[src/rtl/fetch_sequencer.sv]
// Fetch sequencer: drives the PC register controls and the imem request handshake.
// Optional redirect buffer (hold a taken branch until the in-flight fetch completes) enabled by FETCH_REDIR_BUF_EN.
module fetch_sequencer #(
  parameter int IMEM_TIMEOUT = 8,
  parameter int CNT_W        = 8
) (
  input  logic        clk,
  input  logic        rst_n,
  input  logic [15:0] pc_in,
  input  logic        imem_rdy,
  input  logic        hazard_stall,
  input  logic        br_taken,
  input  logic [15:0] br_target,
  input  logic        halt_dec,
  output logic        imem_req,
  output logic [15:0] imem_addr,
  output logic        pc_stall,
  output logic        pc_branch,
  output logic [15:0] pc_target,
  output logic        inst_valid,
  output logic        flush_if,
  output logic        halted,
  output logic        fetch_err
);

`ifdef FETCH_REDIR_BUF_EN
  typedef enum logic [1:0] {S_IDLE, S_FETCH, S_HALT, S_REDIR} state_t;
`else
  typedef enum logic [1:0] {S_IDLE, S_FETCH, S_HALT} state_t;
`endif

  localparam logic [CNT_W-1:0] TIMEOUT = CNT_W'(IMEM_TIMEOUT);

  state_t           state_q, state_d;
  logic [CNT_W-1:0] cnt_q, cnt_d;
  logic             err_q, err_d;
  logic [15:0]      tgt_q, tgt_d;
  logic [CNT_W-1:0] cnt_inc;
  logic             timeout;
`ifdef FETCH_REDIR_BUF_EN
  logic [15:0]      buf_q, buf_d;
`endif

  assign imem_addr = pc_in;
  assign fetch_err = err_q;
  assign timeout   = (cnt_q >= TIMEOUT);
  assign cnt_inc   = timeout ? TIMEOUT : cnt_q + 1'b1;

  // NOTE: every signal driven here gets a default first, so no path leaves it unassigned and no latch is inferred.
  always_comb begin
    state_d    = state_q;
    cnt_d      = cnt_q;
    err_d      = err_q;
    tgt_d      = tgt_q;
    imem_req   = 1'b0;
    pc_stall   = 1'b1;
    pc_branch  = 1'b0;
    pc_target  = tgt_q;
    inst_valid = 1'b0;
    flush_if   = 1'b0;
    halted     = 1'b0;
`ifdef FETCH_REDIR_BUF_EN
    buf_d      = buf_q;
`endif

    case (state_q)
      S_IDLE: state_d = S_FETCH;

      S_FETCH: begin
        imem_req   = 1'b1;
        pc_stall   = ~imem_rdy | hazard_stall;
        inst_valid = imem_rdy & ~hazard_stall & ~br_taken;
        cnt_d      = imem_rdy ? '0 : cnt_inc;
        if (br_taken) begin
          cnt_d    = '0;
          flush_if = 1'b1;
`ifdef FETCH_REDIR_BUF_EN
          if (!imem_rdy) begin
            // Keep the in-flight fetch alive; the redirect is applied once it completes.
            buf_d    = br_target;
            pc_stall = 1'b1;
            state_d  = S_REDIR;
          end else begin
            pc_branch = 1'b1;
            pc_stall  = 1'b0;
            pc_target = br_target;
            tgt_d     = br_target;
          end
`else
          pc_branch = 1'b1;
          pc_stall  = 1'b0;
          pc_target = br_target;
          tgt_d     = br_target;
`endif
        end else if (halt_dec || timeout) begin
          pc_stall = 1'b1;
          state_d  = S_HALT;
        end
      end

`ifdef FETCH_REDIR_BUF_EN
      S_REDIR: begin
        imem_req = 1'b1;
        pc_stall = 1'b1;
        cnt_d    = imem_rdy ? '0 : cnt_inc;
        if (imem_rdy) begin
          pc_branch = 1'b1;
          pc_stall  = 1'b0;
          flush_if  = 1'b1;
          pc_target = br_taken ? br_target : buf_q;
          tgt_d     = pc_target;
          state_d   = S_FETCH;
        end else if (br_taken) begin
          buf_d    = br_target;
          flush_if = 1'b1;
          cnt_d    = '0;
        end else if (timeout) begin
          state_d = S_HALT;
        end
      end
`endif

      S_HALT: halted = 1'b1;

      default: state_d = S_IDLE;
    endcase

    if (cnt_d == TIMEOUT) err_d = 1'b1;
  end

  // NOTE: state registers use non-blocking assignments so every flop samples pre-edge values.
  always_ff @(posedge clk or negedge rst_n) begin
    if (!rst_n) begin
      state_q <= S_IDLE;
      cnt_q   <= '0;
      err_q   <= 1'b0;
      tgt_q   <= '0;
    end else begin
      state_q <= state_d;
      cnt_q   <= cnt_d;
      err_q   <= err_d;
      tgt_q   <= tgt_d;
    end
  end

`ifdef FETCH_REDIR_BUF_EN
  always_ff @(posedge clk or negedge rst_n) begin
    if (!rst_n) buf_q <= '0;
    else        buf_q <= buf_d;
  end
`endif

endmodule
[config.mk]
export PLATFORM = sky130hd
export DESIGN_NAME = fetch_sequencer
export DESIGN_NICKNAME = d
export VERILOG_FILES = /design/src/rtl/fetch_sequencer.sv
export SDC_FILE = /design/constraint.sdc
export NUM_CORES = 1
export LEC_CHECK = 0
export CAP_MARGIN = 5
export CORE_ASPECT_RATIO = 2
export CORE_UTILIZATION = 40
export CTS_BUF_LIST = sky130_fd_sc_hd__clkbuf_8
export CTS_CLUSTER_SIZE = 14
export DETAILED_ROUTE_END_ITERATION = 10
export PLACE_DENSITY_LB_ADDON = 0.2
export SLEW_MARGIN = 10
export SYNTH_ARGS = -nofsm -noshare
export SYNTH_HDL_FRONTEND = slang
export SYNTH_SLANG_ARGS = --single-unit
[constraint.sdc]
create_clock -name clk -period 1.93 [get_ports clk]
set_clock_uncertainty 0.05 [all_clocks]
set_input_delay 0.386 -clock clk [delete_from_list [all_inputs] [get_ports clk]]
set_output_delay 0.386 -clock clk [all_outputs]
set_load 0.01 [all_outputs]
==> impl_results.md, run 1 <==
- Final Non-Filler Cells: 194
- Post-route fraction of the period consumed by the critical path: 103%
- Classification of the worst setup path: reg2out
- Antenna violations before repair: 0
- Initial core utilization: 41.8%
- Fmax: 503 MHz
- CP arrival: 1.55 ns
- Post-Syn Instances: 114
- Pre-CTS setup slack: -0.500 ns
- Status: complete, but fails checks
- Flip-flop cell with the highest count after synthesis: sky130_fd_sc_hd__dfrtp_1
- Req. time, crit path: 1.49 ns
- Total power: 2.05 mW
- Aggregate global-route resource usage: 16.3%
- Routed WL: 2990 um
- Htree depth: 1
- Slowest-stage cell, CP: sky130_fd_sc_hd__dfrtp_1
- CP Max Fanout: 5
- Worst-path clk slew: 0.10 ns
- Combinational family with the most area after synthesis: multiplexers
- Area fraction in compound gates after synthesis: 7.17%
- Count of filler cells inserted in the layout: 296
- Via count: 1032
- Simple-gate portion of the synthesized area: 13.6%
- Worst min-delay path category: in2async
- Worst Reg-to-Reg Cells: 5
- Startpoint of the worst-slack reg-to-reg timing path: cnt_q[0]
- Power Density: 1070 mW/mm^2
- Clock buffer depth: 2
- Chip Width: 44.0 um
- Max-cap check violation count: 0
- Share of cells above drive strength 1: 42.0%
- Ports placed on the boundary: 77
- R2R setup slack: 0.39 ns
- Unrepaired setup endpoints after global routing: yes
- DRT iter0 DRCs: 13
- Synth-to-layout area growth: 36.3%
- Crit end category: primary output
- Number of CTS-inserted buffers: 3
- Flip-flop and latch count after synthesis: 27
- Cell row count: 30
- Count of input and output buffers: 44
- NumNets Final: 203
- Violations in the final reports: setup timing
- Via count of the first global-routing pass: 1066
- Total clock sinks: 27
- Final core area utilization: 57.0%
- Detailed-router iteration count before antenna repair: 6
- Number of antenna repair diodes: 0
- Number of enable flip-flop cells after synthesis: 0
- Minimum clock period: 1.99 ns
- Final Setup Violations: 3
- Pin count of the biggest net entering global routing: 28
- Post-synthesis area per instance: 12.4 um^2
- Xor and xnor area share after synthesis: 0.620%
- Area of the die: 0.00379 mm^2
- Count of final hold-check violations: 0
- Wire length of the first global-routing pass: 4750 um
- Category of the worst setup path launch point: flop
- Half-perimeter wire length after detailed placement: 2130 um
- Post-Syn Nets: 154
- Peak VDD IR: 629 uV
- Mean routed wirelength per cell: 15.4 um
- Destination of the worst register-to-register timing path: fetch_err
- Count of unique library cells instantiated by Yosys: 34
- Clock tree from TritonCTS: yes
- Capture point of the worst path: pc_target[0]
- CTS Root Buffer Type: sky130_fd_sc_hd__clkbuf_8
- Final Wtd Congestion: 0.838
- Cell Count Post-Placement: 180
- Asr flop ratio synth: 100%
- Cell occurring most often along the worst timing path: sky130_fd_sc_hd__buf_6
- Via/cell ratio: 5.32
- Multiplexer share of the synthesized area: 15.1%
- Worst Tran Pin Value: 0.348 ns
- Residual overflow from global routing: 0
- Post-detailed-route count of antenna-violating nets: 0
- Adder-Cell Fraction of Synth Area: 1.77%
- Crit-path max cell delay: 0.40 ns
- Final routed DRC violation total: 0
- Worst slew margin: 76.8%
- Post-synthesis sequential area ratio: 47.8%
- Cell Chain, Critical Path: nand2b_4 -> inv_8 -> nand2_8 -> buf_6 -> mux2_4 -> buf_6
- Worst Setup Slack, final: -0.0575 ns
- Hold Slack: 0.425 ns
- Yosys warning total: 0
- Clock latency of the later-clocked register in the worst-skew pair: 0.27 ns
- Final Max Slew Viols: 0
- Leakage power figure: 0.914 nW
- Cell area after synthesis: 0.00141 mm^2
- Chip Height: 86.0 um
- Std-Cell Core Area: 0.00338 mm^2
- Source of the critical timing path: state_q[1]
## stage by stage
step	TNS, ns	cell area (um^2)
floorplan	0	1410
global placement	-8.38	1790
detailed placement	-8.42	1790
CTS	-0.556	1860
global route	-0.648	1930
finish	-0.114	1930
## timing repair
action,in CTS,in global routing
pin swaps,3,0
buffers inserted,5,3
setup endpoints to repair,22,18
gates cloned,1,1
gates resized for setup,71,17
hold buffers,0,0
## sequential cells by signal, summed over array words and instances (netlist names)
signal,flops
cnt_q,8
tgt_q,16
state_q,2
fetch_err,1
## per-layer routing
metal,routed length [um],global-route usage [%],part of all wire [%],vias to the layer above
li1,-,-,-,471
met1,1120,19.2,37,503
met2,1630,27.3,54,50
met3,180,3.37,6.0,8
met4,63,7.44,2.1,0
met5,0,0,0,-
## where the power goes
group          total (mW)  switching, mW  internal, mW
clock network       0.321          0.175         0.146
logic               0.954          0.410         0.544
registers           0.780         0.0672         0.713
## critical path, delay by kind of cell, from the launching register on
kind	cells	cell delay, ns
buffers and inverters	3	0.34
DFF	1	0.40
muxes	1	0.30
and+or+nand+nor	2	0.24
## layout by cell type (no fill, tap or decap), types with 2 or more instances in the layout
| cell | n |
|---|---|
| sky130_fd_sc_hd__nand4_1 | 2 |
| sky130_fd_sc_hd__mux2_2 | 4 |
| sky130_fd_sc_hd__o21ai_0 | 3 |
| sky130_fd_sc_hd__buf_4 | 17 |
| sky130_fd_sc_hd__o21ai_1 | 2 |
| sky130_fd_sc_hd__buf_6 | 9 |
| sky130_fd_sc_hd__ha_1 | 2 |
| sky130_fd_sc_hd__and2b_2 | 2 |
| sky130_fd_sc_hd__buf_2 | 6 |
| sky130_fd_sc_hd__nand2_8 | 2 |
| sky130_fd_sc_hd__nor2_1 | 7 |
| sky130_fd_sc_hd__clkbuf_8 | 3 |
| sky130_fd_sc_hd__clkdlybuf4s15_2 | 2 |
| sky130_fd_sc_hd__clkbuf_2 | 2 |
| sky130_fd_sc_hd__a21oi_1 | 4 |
| sky130_fd_sc_hd__clkdlybuf4s50_1 | 21 |
| sky130_fd_sc_hd__mux2_4 | 12 |
| sky130_fd_sc_hd__dfrtp_1 | 27 |
| sky130_fd_sc_hd__dlygate4sd2_1 | 4 |
| sky130_fd_sc_hd__nand2_1 | 5 |
| sky130_fd_sc_hd__nor3_1 | 4 |
| sky130_fd_sc_hd__inv_1 | 3 |
## synthesized netlist by cell type, types with 3 or more instances
cell type,number,area (um^2)
sky130_fd_sc_hd__dfrtp_1,27,676
sky130_fd_sc_hd__buf_4,17,128
sky130_fd_sc_hd__mux2_4,9,135
sky130_fd_sc_hd__mux2_2,7,78.8
sky130_fd_sc_hd__nor2_1,7,26.3
sky130_fd_sc_hd__nand2_1,5,18.8
sky130_fd_sc_hd__a21oi_1,4,20.0
sky130_fd_sc_hd__nor3_1,4,20.0
sky130_fd_sc_hd__inv_1,3,11.3
sky130_fd_sc_hd__o21ai_0,3,15.0
## worst min path at each step
stage / from / end / slack [ns] / depth (start not counted)
6_report: rst_n / tgt_q[4] / 0.43 / 2
5_1_grt: rst_n / tgt_q[14] / 0.46 / 2
4_1_cts: rst_n / tgt_q[4] / 0.43 / 2
3_5_place_dp: tgt_q[5] / tgt_q[5] / 0.43 / 1
3_3_place_gp: tgt_q[9] / tgt_q[9] / 0.43 / 1
2_1_floorplan: rst_n / cnt_q[0] / 0.04 / 0
## logic make-up (layout without fill, tap and decap cells)
logic type      count (synthesis)  count (layout)
xor+xnor                        1               1
mux                            16              16
flops                          27              27
simple gates                   30              32
fa+ha+maj                       2               2
compound gates                 14              14
buf+inv                        24              70
## cell type report
| class | instances | area [um^2] | area share [%] |
|---|---|---|---|
| Tap cell | 32 | 40.0 | 2.08 |
| Inverter | 4 | 22.5 | 1.17 |
| Clock buffer | 3 | 41.3 | 2.14 |
| Sequential cell | 27 | 676 | 35.1 |
| Multi-Input combinational cell | 65 | 592 | 30.7 |
| Timing Repair Buffer | 62 | 547 | 28.4 |
| Clock inverter | 1 | 7.51 | 0.390 |
No activity file was read; power rests on OpenSTA's default activity.
==> inputs of run 2 (changes only) <==
--- a/config.mk
+++ b/config.mk
@@ -11,6 +11,7 @@
 export CTS_BUF_LIST = sky130_fd_sc_hd__clkbuf_8
 export CTS_CLUSTER_SIZE = 14
 export DETAILED_ROUTE_END_ITERATION = 10
+export MAX_ROUTING_LAYER = met4
 export PLACE_DENSITY_LB_ADDON = 0.2
 export SLEW_MARGIN = 10
 export SYNTH_ARGS = -nofsm -noshare
==> impl_results.md, run 2 (synthesis results as in run 1) <==
- Routed WL: 3000 um (was 2990 um)
- Top Registers: tgt_q (16), cnt_q (8), state_q (2) (unchanged)
- Total clock sinks: 27 (unchanged)
- Max FFs per register: 16 (unchanged)
- Startpoint of the worst-slack reg-to-reg timing path: cnt_q[0] (unchanged)
- Req. time, crit path: 1.49 ns (about the same)
- Number of antenna repair diodes: 0 (unchanged)
- Post-route fraction of the period consumed by the critical path: 103% (about the same)
- Chip Width: 44.0 um (unchanged)
- Status: complete, but fails checks (unchanged)
- Final Max Slew Viols: 0 (unchanged)
- CTS Root Buffer Type: sky130_fd_sc_hd__clkbuf_8 (unchanged)
- Antenna violations before repair: 0 (unchanged)
- Clock latency of the later-clocked register in the worst-skew pair: 0.27 ns (about the same)
- Htree depth: 1 (unchanged)
- Count of final hold-check violations: 0 (unchanged)
- Destination of the worst register-to-register timing path: fetch_err (unchanged)
- DRT iter0 DRCs: 13 (unchanged)
- Wire length of the first global-routing pass: 4740 um (was 4750 um)
- Pre-CTS setup slack: -0.500 ns (unchanged)
- Std-Cell Core Area: 0.00338 mm^2 (unchanged)
- Most common library cell in the layout ignoring fill and taps: sky130_fd_sc_hd__dfrtp_1 (unchanged)
- CP Max Fanout: 5 (unchanged)
- Worst Reg-to-Reg Cells: 5 (unchanged)
- Cell Count Post-Placement: 180 (unchanged)
- CP arrival: 1.55 ns (about the same)
- Initial core utilization: 41.8% (unchanged)
- Half-perimeter wire length after detailed placement: 2130 um (unchanged)
- Count of input and output buffers: 44 (unchanged)
- Residual overflow from global routing: 0 (unchanged)
- Final Non-Filler Cells: 194 (unchanged)
- Largest reg by FF count: tgt_q (unchanged)
- Area of the die: 0.00379 mm^2 (unchanged)
- Classification of the worst setup path: reg2out (unchanged)
- Worst-path clk slew: 0.10 ns (about the same)
- Worst slew margin: 76.8% (about the same)
- Number of CTS-inserted buffers: 3 (unchanged)
- Worst Tran Pin Value: 0.348 ns (about the same)
- Crit end category: primary output (unchanged)
- Via count of the first global-routing pass: 1066 (unchanged)
- Worst Setup Slack, final: -0.0580 ns (was -0.0575 ns)
- Aggregate global-route resource usage: 16.7% (was 16.3%)
- Final Setup Violations: 3 (unchanged)
- R2R setup slack: 0.39 ns (about the same)
- Pin count of the biggest net entering global routing: 28 (unchanged)
- Setup TNS after final layout: -0.116 ns (was -0.114 ns)
- Post-detailed-route count of antenna-violating nets: 0 (unchanged)
- Synth-to-layout area growth: 36.3% (unchanged)
- Via/cell ratio: 5.32 (about the same)
- Detailed-router iteration count before antenna repair: 6 (unchanged)
- Via count: 1033 (was 1032)
- Unrepaired setup endpoints after global routing: yes (unchanged)
- Ports placed on the boundary: 77 (unchanged)
- Fmax: 503 MHz (about the same)
- Final Wtd Congestion: 0.851 (was 0.838)
- Final routed DRC violation total: 0 (unchanged)
- Violations in the final reports: setup timing (unchanged)
- Power Density: 1070 mW/mm^2 (about the same)
- Chip Height: 86.0 um (unchanged)
- Max-cap check violation count: 0 (unchanged)
- Cell row count: 30 (unchanged)
- Category of the worst setup path launch point: flop (unchanged)
- Share of cells above drive strength 1: 42.0% (unchanged)
- Worst min-delay path category: in2async (unchanged)
- Leakage power figure: 0.914 nW (unchanged)
- Minimum clock period: 1.99 ns (about the same)
- Commonest cells after routing, fill and taps aside: sky130_fd_sc_hd__dfrtp_1 (27), sky130_fd_sc_hd__clkdlybuf4s50_1 (21), sky130_fd_sc_hd__buf_4 (17) (unchanged)
- Mean routed wirelength per cell: 15.4 um (about the same)
- Clock tree from TritonCTS: yes (unchanged)
- NumNets Final: 203 (unchanged)
- Peak VDD IR: 628 uV (was 629 uV)
- Clock buffer depth: 2 (unchanged)
-- run 2: worst max path at each step --
stage,startpoint,to,slack (ns)
after CTS,state_q[1],pc_target[0],-0.14
final,state_q[1],pc_target[0],-0.06
after global placement,br_taken,pc_target[3],-0.48
after floorplan,state_q[1],pc_target[10],0.25
after global routing,state_q[1],pc_target[0],-0.11
after detailed placement,br_taken,pc_target[1],-0.50
-- run 2: critical path: stages (launching register included) --
cell,delay [ns]
sky130_fd_sc_hd__dfrtp_1,0.40
sky130_fd_sc_hd__nand2b_4,0.17
sky130_fd_sc_hd__inv_8,0.10
sky130_fd_sc_hd__nand2_8,0.07
sky130_fd_sc_hd__buf_6,0.12
sky130_fd_sc_hd__mux2_4,0.30
sky130_fd_sc_hd__buf_6,0.12
-- run 2: repair_timing --
action,in CTS,in global routing
hold buffers,0,0
setup buffers,5,3
setup endpoints to repair,22,18
pin swaps,3,0
cloned,1,1
hold endpoints to repair,0,0
resized for setup,71,17
-- run 2: per-stage QoR --
stage               power [mW]  cell area (um^2)  hold slack (ns)  utilization, %
floorplan                 1.33              1410           0.0404               -
global placement          1.69              1790            0.427            53.1
detailed placement        1.70              1790            0.427            53.1
CTS                       1.96              1860            0.432            55.1
global route              2.17              1930            0.460            57.0
finish                    2.06              1930            0.426            57.0
-- run 2: area by class of cell --
type,instances,area (um^2)
Clock buffer,3,41.3
Clock inverter,1,7.51
Fill cell,296,1450
Inverter,4,22.5
Multi-Input combinational cell,65,592
Sequential cell,27,676
Tap cell,32,40.0
Timing Repair Buffer,62,547
-- run 2: report_power, final --
group          total, mW  internal, mW  switching (mW)
sequential         0.780         0.713          0.0672
clock              0.321         0.146           0.174
combinational      0.954         0.544           0.410
-- run 2: metal layers --
layer / wire length (um) / track usage [%] / up-vias
li1: - / - / 471
met1: 1140 / 19.6 / 504
met4: 63 / 7.44 / 0
met3: 160 / 2.74 / 8
met5: 0 / - / -
met2: 1630 / 27.3 / 50
==> inputs of run 3 (changes only) <==
==> constraint.sdc (replaced) <==
create_clock -name clk -period 1.93 [get_ports clk]
set_clock_uncertainty 0.05 [all_clocks]
set_input_delay 0.386 -clock clk [delete_from_list [all_inputs] [get_ports clk]]
set_output_delay 0.386 -clock clk [all_outputs]
set_load 0.05 [all_outputs]
==> impl_results.md, run 3 (synthesis results as in run 1) <==
- Antenna violations before repair: 0 (unchanged)
- Status: complete, but fails checks (unchanged)
- Final Max Slew Viols: 0 (unchanged)
- Total clock sinks: 27 (unchanged)
- Clock latency of the later-clocked register in the worst-skew pair: 0.28 ns (was 0.27 ns)
- Area of combinational cells with multiple inputs: 632 um^2 (was 592 um^2)
- Wire length of the first global-routing pass: 5090 um (was 4740 um)
- Crit end category: primary output (unchanged)
- Top Registers: tgt_q (16), cnt_q (8), state_q (2) (unchanged)
- Count of final hold-check violations: 0 (unchanged)
- Violations in the final reports: DRC, setup timing (was setup timing)
- CTS Root Buffer Type: sky130_fd_sc_hd__clkbuf_8 (unchanged)
- Final routed DRC violation total: 2 (was 0)
- Worst Reg-to-Reg Cells: 5 (unchanged)
- Hold Buf Count CTS: 0 (unchanged)
- Ports placed on the boundary: 77 (unchanged)
- Synth-to-layout area growth: 51.6% (was 36.3%)
- Initial core utilization: 41.8% (unchanged)
- Cell row count: 30 (unchanged)
- Share of cells above drive strength 1: 48.8% (was 42.0%)
- Pin count of the biggest net entering global routing: 28 (unchanged)
- Clock tree from TritonCTS: yes (unchanged)
- Count of input and output buffers: 44 (unchanged)
- Area of the die: 0.00379 mm^2 (unchanged)
- Largest reg by FF count: tgt_q (unchanged)
- Fmax: 510 MHz (was 503 MHz)
- Cell Count Post-Placement: 178 (was 180)
- Worst Tran Pin Value: 0.350 ns (was 0.348 ns)
- Peak VDD IR: 896 uV (was 628 uV)
- R2R setup slack: 0.44 ns (was 0.39 ns)
- Worst min-delay path category: in2async (unchanged)
- Worst slew margin: 76.4% (was 76.8%)
- Final Setup Violations: 16 (was 3)
- Max-cap check violation count: 0 (unchanged)
- Routed WL: 3320 um (was 3000 um)
- Htree depth: 1 (unchanged)
- Power Density: 1380 mW/mm^2 (was 1070 mW/mm^2)
- Chip Width: 44.0 um (unchanged)
- Most common library cell in the layout ignoring fill and taps: sky130_fd_sc_hd__dfrtp_1 (unchanged)
- Worst-path clk slew: 0.10 ns (about the same)
- Post-route fraction of the period consumed by the critical path: 102% (was 103%)
- Minimum clock period: 1.96 ns (was 1.99 ns)
- Number of antenna repair diodes: 0 (unchanged)
- CP arrival: 1.53 ns (was 1.55 ns)
- Chip Height: 86.0 um (unchanged)
- Residual overflow from global routing: 0 (unchanged)
- Pre-CTS setup slack: -0.201 ns (was -0.500 ns)
- Worst Setup Slack, final: -0.0322 ns (was -0.0580 ns)
- Category of the worst setup path launch point: flop (unchanged)
- Max FFs per register: 16 (unchanged)
- Final Non-Filler Cells: 194 (unchanged)
- Via count: 1013 (was 1033)
- DRT iter0 DRCs: 18 (was 13)
- Mean routed wirelength per cell: 17.1 um (was 15.4 um)
- Via count of the first global-routing pass: 1073 (was 1066)
- Final Wtd Congestion: 0.838 (was 0.851)
- Via/cell ratio: 5.22 (was 5.32)
- Commonest cells after routing, fill and taps aside: sky130_fd_sc_hd__dfrtp_1 (27), sky130_fd_sc_hd__clkdlybuf4s50_1 (19), sky130_fd_sc_hd__buf_4 (19) (was sky130_fd_sc_hd__dfrtp_1 (27), sky130_fd_sc_hd__clkdlybuf4s50_1 (21), sky130_fd_sc_hd__buf_4 (17))
- Detailed-router iteration count before antenna repair: 8 (was 6)
- Req. time, crit path: 1.49 ns (about the same)
- Post-detailed-route count of antenna-violating nets: 0 (unchanged)
- Leakage power figure: 0.981 nW (was 0.914 nW)
- Classification of the worst setup path: reg2out (unchanged)
- CP Max Fanout: 5 (unchanged)
- Sequential cell area: 676 um^2 (unchanged)
- Aggregate global-route resource usage: 19.1% (was 16.7%)
- Count of filler cells inserted in the layout: 275 (was 296)
- Clock buffer depth: 2 (unchanged)
- NumNets Final: 203 (unchanged)
- Std-Cell Core Area: 0.00338 mm^2 (unchanged)
- Unrepaired setup endpoints after global routing: yes (unchanged)
- Half-perimeter wire length after detailed placement: 2280 um (was 2130 um)
- Number of CTS-inserted buffers: 3 (unchanged)
-- run 3: cell count changes in the layout (fill, tap and decap cells not counted), sizes merged --
| cell | previous run | this run |
|---|---|---|
| inv | 4 | 2 |
| buf | 32 | 41 |
| clkinv | 0 | 1 |
| dlygate4sd2 | 4 | 1 |
| clkbuf | 5 | 3 |
| clkdlybuf4s15 | 3 | 1 |
| clkinvlp | 1 | 2 |
| clkdlybuf4s50 | 21 | 19 |
-- run 3: layout make-up --
| class | instances | area share [%] |
|---|---|---|
| tap | 32 | 1.87 |
| clock inverter | 1 | 0.350 |
| clock buffer | 3 | 1.93 |
| timing repair buffer | 62 | 33.4 |
| inverter | 4 | 1.46 |
| multi-input combinational | 65 | 29.5 |
| sequential | 27 | 31.5 |
-- run 3: repair_timing --
action,in CTS,in global routing
endpoints found under the setup margin,19,19
gates resized for setup,16,11
cloned,2,0
setup buffers,5,5
pin swaps,3,2
-- run 3: path summary, 6_finish.rpt --
kind,start,end
setup / recovery,state_q[1],pc_target[3]
hold / removal,rst_n,cnt_q[0]
setup reg to reg,cnt_q[0],fetch_err
hold reg to reg,tgt_q[7],tgt_q[7]
max in group asynchronous,rst_n,cnt_q[1]
min in group clk,tgt_q[7],tgt_q[7]
-- run 3: routing by layer --
| metal | part of all wire [%] | GRT usage [%] |
|---|---|---|
| met1 | 38 | 20.4 |
| met2 | 54 | 32.9 |
| met3 | 5.8 | 3.37 |
| met4 | 2.0 | 8.82 |
| met5 | 0 | - |
-- run 3: metrics by stage --
step           setup TNS [ns]  area, um^2  hold WS (ns)  total power [mW]  utilization [%]
2_1_floorplan               0        1420        0.0404              1.88                -
3_3_place_gp            -2.81        1890         0.432              2.36             56.0
3_5_place_dp            -3.01        1890         0.432              2.38             56.0
4_1_cts                -0.591        2060         0.434              2.86             60.9
5_1_grt                 -1.14        2140         0.463              3.07             63.4
6_report               -0.398        2140         0.427              2.95             63.4
-- run 3: worst max-delay path, cell delays in order, from the launching register on --
cell and delay (ns):
sky130_fd_sc_hd__dfrtp_1 0.40, sky130_fd_sc_hd__nand2b_4 0.17, sky130_fd_sc_hd__clkinv_8 0.09, sky130_fd_sc_hd__nand2_8 0.08, sky130_fd_sc_hd__mux2_4 0.34, sky130_fd_sc_hd__buf_12 0.15
-- run 3: power breakdown --
group / leakage, nW / internal (mW) / switching [mW] / total [mW]
logic: 0.629 / 0.857 / 0.973 / 1.83
registers: 0.330 / 0.713 / 0.0718 / 0.785
clock network: 0.0217 / 0.147 / 0.187 / 0.334
